`src/rtl/shift_unit_mc_pkg.sv`:
```
// Shared types and helpers for the multi-cycle shift unit.
// SHIFT_UNIT_SLL_EN enables decoding of op=10 as a logical left shift.
package shift_pkg;

    typedef enum logic [1:0] {
        OP_SRL = 2'b00,
        OP_SRA = 2'b01,
        OP_SLL = 2'b10,
        OP_RSV = 2'b11
    } shift_op_t;

    typedef enum logic [1:0] {
        S_IDLE  = 2'b00,
        S_SHIFT = 2'b01,
        S_DONE  = 2'b10
    } shift_state_t;

    localparam int unsigned SHAMT_W = 5;

    // Reserved codes (and SLL when the feature is off) collapse onto SRL at latch time.
    function automatic shift_op_t decode_op(input logic [1:0] raw);
        case (raw)
            2'b01: return OP_SRA;
`ifdef SHIFT_UNIT_SLL_EN
            2'b10: return OP_SLL;
`endif
            default: return OP_SRL;
        endcase
    endfunction

endpackage

```
`src/rtl/shift_unit_mc_step.sv`:
```
// One-position combinational shifter; the SLL path exists only with SHIFT_UNIT_SLL_EN.
module shift_step
    import shift_pkg::*;
#(
    parameter int unsigned WIDTH = 32
) (
    input  logic [WIDTH-1:0] r,
    input  shift_op_t        op,
    output logic [WIDTH-1:0] stepped
);

    always_comb begin
        stepped = {1'b0, r[WIDTH-1:1]};
        case (op)
            OP_SRA: stepped = {r[WIDTH-1], r[WIDTH-1:1]};
`ifdef SHIFT_UNIT_SLL_EN
            OP_SLL: stepped = {r[WIDTH-2:0], 1'b0};
`endif
            default: stepped = {1'b0, r[WIDTH-1:1]};
        endcase
    end

endmodule

```
`src/rtl/shift_unit_mc.sv`:
```
// Multi-cycle SRL/SRA shifter (one bit per clock) with start/busy/done handshake.
// Define SHIFT_UNIT_SLL_EN to add logical left shift on op=10.
module shift_unit_mc
    import shift_pkg::*;
#(
    parameter int unsigned WIDTH = 32
) (
    input  logic               clk,
    input  logic               reset_n,
    input  logic               start,
    input  logic [1:0]         op,
    input  logic [WIDTH-1:0]   a,
    input  logic [SHAMT_W-1:0] shamt,
    output logic               busy,
    output logic               done,
    output logic [WIDTH-1:0]   y
);

    shift_state_t       state_q, state_d;
    shift_op_t          op_q, op_d;
    logic [WIDTH-1:0]   sr_q, sr_d;
    logic [SHAMT_W-1:0] cnt_q, cnt_d;
    logic [WIDTH-1:0]   y_q, y_d;
    logic [WIDTH-1:0]   sr_step;

    shift_step #(.WIDTH(WIDTH)) u_step (
        .r       (sr_q),
        .op      (op_q),
        .stepped (sr_step)
    );

    always_comb begin
        state_d = state_q;
        op_d    = op_q;
        sr_d    = sr_q;
        cnt_d   = cnt_q;
        y_d     = y_q;
        case (state_q)
            S_IDLE, S_DONE: begin
                if (start) begin
                    sr_d    = a;
                    cnt_d   = shamt;
                    op_d    = decode_op(op);
                    state_d = S_SHIFT;
                end else begin
                    state_d = S_IDLE;
                end
            end
            S_SHIFT: begin
                if (cnt_q != '0) begin
                    sr_d  = sr_step;
                    cnt_d = cnt_q - 1'b1;
                end else begin
                    y_d     = sr_q;
                    state_d = S_DONE;
                end
            end
            default: state_d = S_IDLE;
        endcase
    end

    always_ff @(posedge clk or negedge reset_n) begin
        if (!reset_n) begin
            state_q <= S_IDLE;
            op_q    <= OP_SRL;
            sr_q    <= '0;
            cnt_q   <= '0;
            y_q     <= '0;
        end else begin
            state_q <= state_d;
            op_q    <= op_d;
            sr_q    <= sr_d;
            cnt_q   <= cnt_d;
            y_q     <= y_d;
        end
    end

    assign busy = (state_q == S_SHIFT);
    assign done = (state_q == S_DONE);
    assign y    = y_q;

endmodule

```
`config.mk`:
```
export PLATFORM = sky130hd
export DESIGN_NAME = shift_unit_mc
export DESIGN_NICKNAME = d
export VERILOG_FILES = /design/src/rtl/shift_unit_mc_pkg.sv /design/src/rtl/shift_unit_mc_step.sv /design/src/rtl/shift_unit_mc.sv
export SDC_FILE = /design/constraint.sdc
export NUM_CORES = 1
export LEC_CHECK = 0
export CORE_AREA = 8 8 108 85
export DETAILED_ROUTE_END_ITERATION = 10
export DIE_AREA = 0 0 116 93
export PLACE_DENSITY = 0.75
export SLEW_MARGIN = 0
export SYNTH_ARGS = -nofsm -noshare
export SYNTH_HDL_FRONTEND = slang
export SYNTH_SLANG_ARGS = --single-unit
```
`constraint.sdc`:
```
create_clock -name clk -period 1.7 [get_ports clk]
set_input_delay 0.255 -clock clk [delete_from_list [all_inputs] [get_ports clk]]
set_output_delay 0.255 -clock clk [all_outputs]
set_load 0.01 [all_outputs]
```
# After elaboration in Yosys (flattened, before gate mapping)
# Index checks and enable logic that the tools add are counted.
# totals
register_bits	73
word_cells	35
out_inout_bits	34
# op_classes
addsub	1
reduce_logical	8
n_bitwise	1
n_mux	11
n_eq_ne	8
# op_table
operator	count
2-to-1 mux 32 bit	3
one-hot mux 32 bit (2 select lines)	1
2-to-1 mux 5 bit	2
one-hot mux 5 bit (2 select lines)	1
== test 2 x 1 -> 1 bit (second input constant)	3
!= test 2 bit (second input constant)	3
nonzero test 5 bit	1
subtractor 5 x 1 -> 5 bit (second input constant)	1
one-hot mux 2 bit (2 select lines)	1
AND reduction 2 bit	2
AND reduction 4 bit	1
AND reduction 3 bit	1
== test 2 bit (second input constant)	1
zero test 2 bit	1
2-to-1 mux 1 bit	2
2-to-1 mux 2 bit	1
!= test 2 x 1 -> 1 bit (second input constant)	1
nonzero test 2 bit	1
OR reduction 2 bit	1
NOT 1 bit	1

# Depth between registers and ports, before layout
# depth
word_depth	4
ltp_mapped	6
mapped_depth_nobuf	5

# Cells and area by module
# A second synthesis with hierarchy kept.
# unflattened
hier_cells	248
area_unflattened_um2	3519.6
# by_module_without_submodules
mod	cells_each	seq_area_each_um2	area_per_inst_um2	instances
shift_unit_mc	216	1801.7	3278.1	1
shift_step	32	0.0	241.5	1

# Worst setup path before layout
# Ideal clock, no wire load.
# synth_path
kind	flip-flop to flip-flop
startpoint	reg cnt_q[0]
endpoint	reg sr_q[2]
slack_ps	-4
synth_period_minus_slack_ps	1704
arrival_ps	1580
setup_time_ps	125
stages_incl_launch_ff	7
path_cell_list	dfrtp_1 > inv_1 > ha_1 > nor4b_4 > o21ai_2 > buf_6 > mux2_2
# synth_between
elab_chain_len	3
# synth_rtl
element	line	source
start: declaration	shift_unit_mc.sv:22	logic [SHAMT_W-1:0] cnt_q, cnt_d;
start signal: assignment	shift_unit_mc.sv:73	cnt_q <= cnt_d;
nonzero test 5 bit	shift_unit_mc.sv:50	if (cnt_q != '0) begin
!= test 2 x 1 -> 1 bit (no source line)	-	
AND reduction 3 bit (no source line)	-	
end signal: assignment	shift_unit_mc.sv:72	sr_q <= sr_d;
end: declaration	shift_unit_mc.sv:21	logic [WIDTH-1:0] sr_q, sr_d;
# No other way between the ends.
# A chain may end at the register's enable or synchronous reset.

# Worst setup path after layout
# layout_path
startpoint	reg cnt_q[1]
endpoint	reg y_q[11], in the netlist y[11]
# layout_between
elab_chain_len	3
# layout_rtl
element	line	source
nonzero test 5 bit	shift_unit_mc.sv:50	
NOT 1 bit (no source line)	-	
AND reduction 2 bit (no source line)	-	
end signal: assignment	shift_unit_mc.sv:74	y_q <= y_d;
end: declaration	shift_unit_mc.sv:23	logic [WIDTH-1:0] y_q, y_d;
# No other way between the ends.

==> summary.txt <==
Worst setup path
  • R2r setup slk: 0.04 ns
  • CP cell instances: inv_2 -> ha_4 -> nor4b_4 -> nand2_2 -> buf_12 -> mux2_2
  • Crit-path max FO: 23
  • Worst r2r path cells: 6
  • Slowest CP cell: dfrtp_1
  • CP max stage delay: 0.39 ns
  • Worst setup EP type: register
  • Critical Path AT: 1.90 ns
  • Critical Path Start Type: register
  • CP Class: register to register
  • Reg-to-reg startpoint: cnt_q[1]
  • Req. time, crit path: between 1.5 and 2 ns
  • RR Endpoint: y[11]

Placement
  • Placed Area: 0.00428 mm2
  • GPL Wtd Cong: 0.748
  • Buffers on Ports: 75
  • DP Worst Slack: -0.0455 ns
  • Post-DP HPWL: 5.01 mm

Synth
  • Synth Area in Simple Gates: 0.0404
  • Syn Std Cell Area: 0.00326 mm2
  • Ys flop type: dfrtp_1
  • Synth unique cells: 32
  • Xor/xnor share of the synthesized area: 0
  • EDFF count, synth: 0
  • Post-synthesis compound-gate area fraction: 0.0257
  • Async SR Flop Fraction: 1.00
  • Largest family of logic cells by synthesized area: multiplexers
  • Syn Nets: 260
  • Syn avg cell area: 15.0 um2
  • Synth cell count leaders: mux2_2 (88), dfrtp_1 (72), buf_6 (7)
  • Area leader, netlist: dfrtp_1
  • Share of the yosys chip area belonging to registers: 0.553
  • Synthesized instance count: 217
  • FF+latch count, synth: 72
  • Area share of the leading cell type in the synthesized netlist: 0.553
  • Synth area leaders: dfrtp_1 (55%), mux2_2 (30%), buf_6 (2.4%)
  • Top-count cell post-synth: mux2_2
  • Synth warn: 0
  • Post-synthesis mux area share: 0.340
  • Synth Area in Adders: 0.00384

STA
  • Fmax: 601 MHz
  • Unrepaired setup endpoints after global routing: true
  • Post-layout min period: 1.66 ns
  • Max_slew headroom: 0.716
  • Setup WS post-layout: around 0.035 ns
  • Clock Skews: about 0.0075 ns
  • Max-slew violations: 0
  • Worst slew pin tran: 0.426 ns
  • Setup Viol. Count Final: 0
  • Final-report hold violation count: 0
  • Period Utilization, post-route: 0.979

Power and ir drop
  • Design Power: 9170 uW
  • LEAKAGE: 0.00200 uW
  • Peak VDD IR: around 0.86 mV
  • Pwr Density: 2000 mW/mm2

Global route
  • Total grt overflow: 0
  • Vias in the first global route: 2213
  • Total Routing Usage GR: 0.138
  • Initial antenna violation count: 0
  • First-pass GRT wire length: 11.4 mm
  • Pin count of the biggest net entering global routing: 43

Die
  • Row count: 28
  • Initial Utilization: 0.430
  • Core Box Area: 0.00757 mm2
  • Die Span X: 116 um
  • Die height: 93 um
  • Die area: 0.0108 mm2
  • IO Pins: 76

Final layout
  • Multi-input logic area: 0.00136 mm2
  • Layout cells sized above 1: 0.442
  • ANT cells: 0
  • Final instance area: about 0.0046 mm2
  • Sequential cell area: 0.00180 mm2
  • Layout Nets: roughly 360
  • # fillers: ~630
  • Area Growth Syn to Fin: 41.1%

Detailed routing
  • Total number of vias: approximately 2100
  • DRC viols: 0
  • Vias/cell: ~4.9
  • Wire per inst: 16.6 um
  • Initial drt markers: 56
  • DRT Pass-1 Iters: 4
  • Post-route ant nets: 0
  • Routed WL: roughly 7 mm

Clock tree
  • CTS tree: done
  • CTS Sinks: 72
  • Clock Path Buffers: 2
  • Root Buffer: clkbuf_8
  • Clk slew on worst S/H paths: 0.07 ns
  • Total CTS buffers: 9
  • Worst-skew pair later-pin latency: 0.35 ns
  • H-tree depth: 3

Worst hold path
  • Tightest Hold Check Type: primary input to async pin

Job
  • Max Cap Viol: 0

Status
  • Status: finished, final reports clean
[state kept, by name, indices dropped and copies added (netlist names)]
signal / cells
y: 32
sr_q: 32
op_q: 1
cnt_q: 5
state_q: 2
[stage by stage]
step / instances / util / hold WS (ns) / TNS [ns]
after floorplan: 217 / - / -0.0406 / -0.0109
after global placement: 405 / 0.565 / 0.214 / 0
after detailed placement: 405 / 0.565 / 0.223 / -0.657
after CTS: 426 / 0.605 / 0.397 / 0
after global routing: 426 / 0.607 / 0.421 / -0.695
final: 426 / 0.607 / 0.395 / 0
[timing repair]
| action | 4_1_cts | 5_1_grt |
|---|---|---|
| hold buffers | 1 | 0 |
| hold endpoints to repair | 30 | 0 |
| setup endpoints to repair | 65 | 63 |
| gates resized for setup | 8 | 3 |
| pin swaps | 2 | 1 |
| gates cloned | 0 | 0 |
| setup buffers | 4 | 0 |
[power by group]
| part | internal, uW | switching, uW | total (uW) |
|---|---|---|---|
| clock network | 1020 | 631 | 1650 |
| logic | 2840 | 1550 | 4390 |
| registers | 2580 | 550 | 3130 |
[metal layers]
| metal | routed length, um | track usage |
|---|---|---|
| met1 | 3360 | 0.184 |
| met2 | 3090 | 0.195 |
| met3 | 568 | 0.0644 |
| met4 | 61 | 0.0409 |
| met5 | 0 | 0 |
[critical path: cells and delay by family, from the launching register on]
family                   cells  cell delay (ns)
AND/OR/NAND/NOR              2             0.46
multiplexers                 1             0.28
buffers and inverters        2             0.27
flip-flops                   1             0.39
adder cells (fa/ha/maj)      1             0.14
[cell usage in the layout, fill, tap and decap left out, types with 2 or more instances in the layout]
cell / synthesis / final
mux2_4: 5 / 5
clkdlybuf4s50_1: 0 / 72
dlygate4sd2_1: 0 / 2
nor2_1: 2 / 2
mux2i_1: 3 / 3
nor3b_1: 2 / 2
buf_4: 0 / 15
nand2_1: 5 / 5
buf_12: 0 / 8
o22ai_1: 2 / 2
inv_1: 4 / 2
bufinv_16: 0 / 3
nor2b_1: 2 / 2
mux2_2: 88 / 88
clkbuf_8: 0 / 10
nand3b_1: 2 / 2
inv_2: 0 / 2
dfrtp_1: 72 / 72
[worst max-delay path by stage]
stage          slack [ns]  cells past startpoint  startpoint        to
2_1_floorplan     -0.0005                      6    cnt_q[0]     y[10]
3_3_place_gp        0.009                      6    cnt_q[0]     y[22]
3_5_place_dp        -0.05                      6    cnt_q[0]     y[30]
4_1_cts             0.006                      6  state_q[1]  sr_q[15]
5_1_grt             -0.04                      6    cnt_q[1]      y[2]
6_report             0.04                      6    cnt_q[1]     y[11]
[area by class of cell]
type                    count  area share
multi-input cells         129       0.297
flip-flops and latches     72       0.392
well taps                 105      0.0286
inverters                   5     0.00463
repair buffers             99       0.225
clock buffers              11      0.0308
clock inverters             5      0.0226
[logic make-up (layout without fill, tap and decap cells)]
kind of cell | after synthesis | after routing
AO/OA/AOI/OAI | 11 | 11
buffers and inverters | 16 | 120
AND/OR/NAND/NOR | 20 | 20
multiplexers | 97 | 97
flip-flops | 72 | 72
adder cells (fa/ha/maj) | 1 | 1
Power figures use the tool's default switching activity.
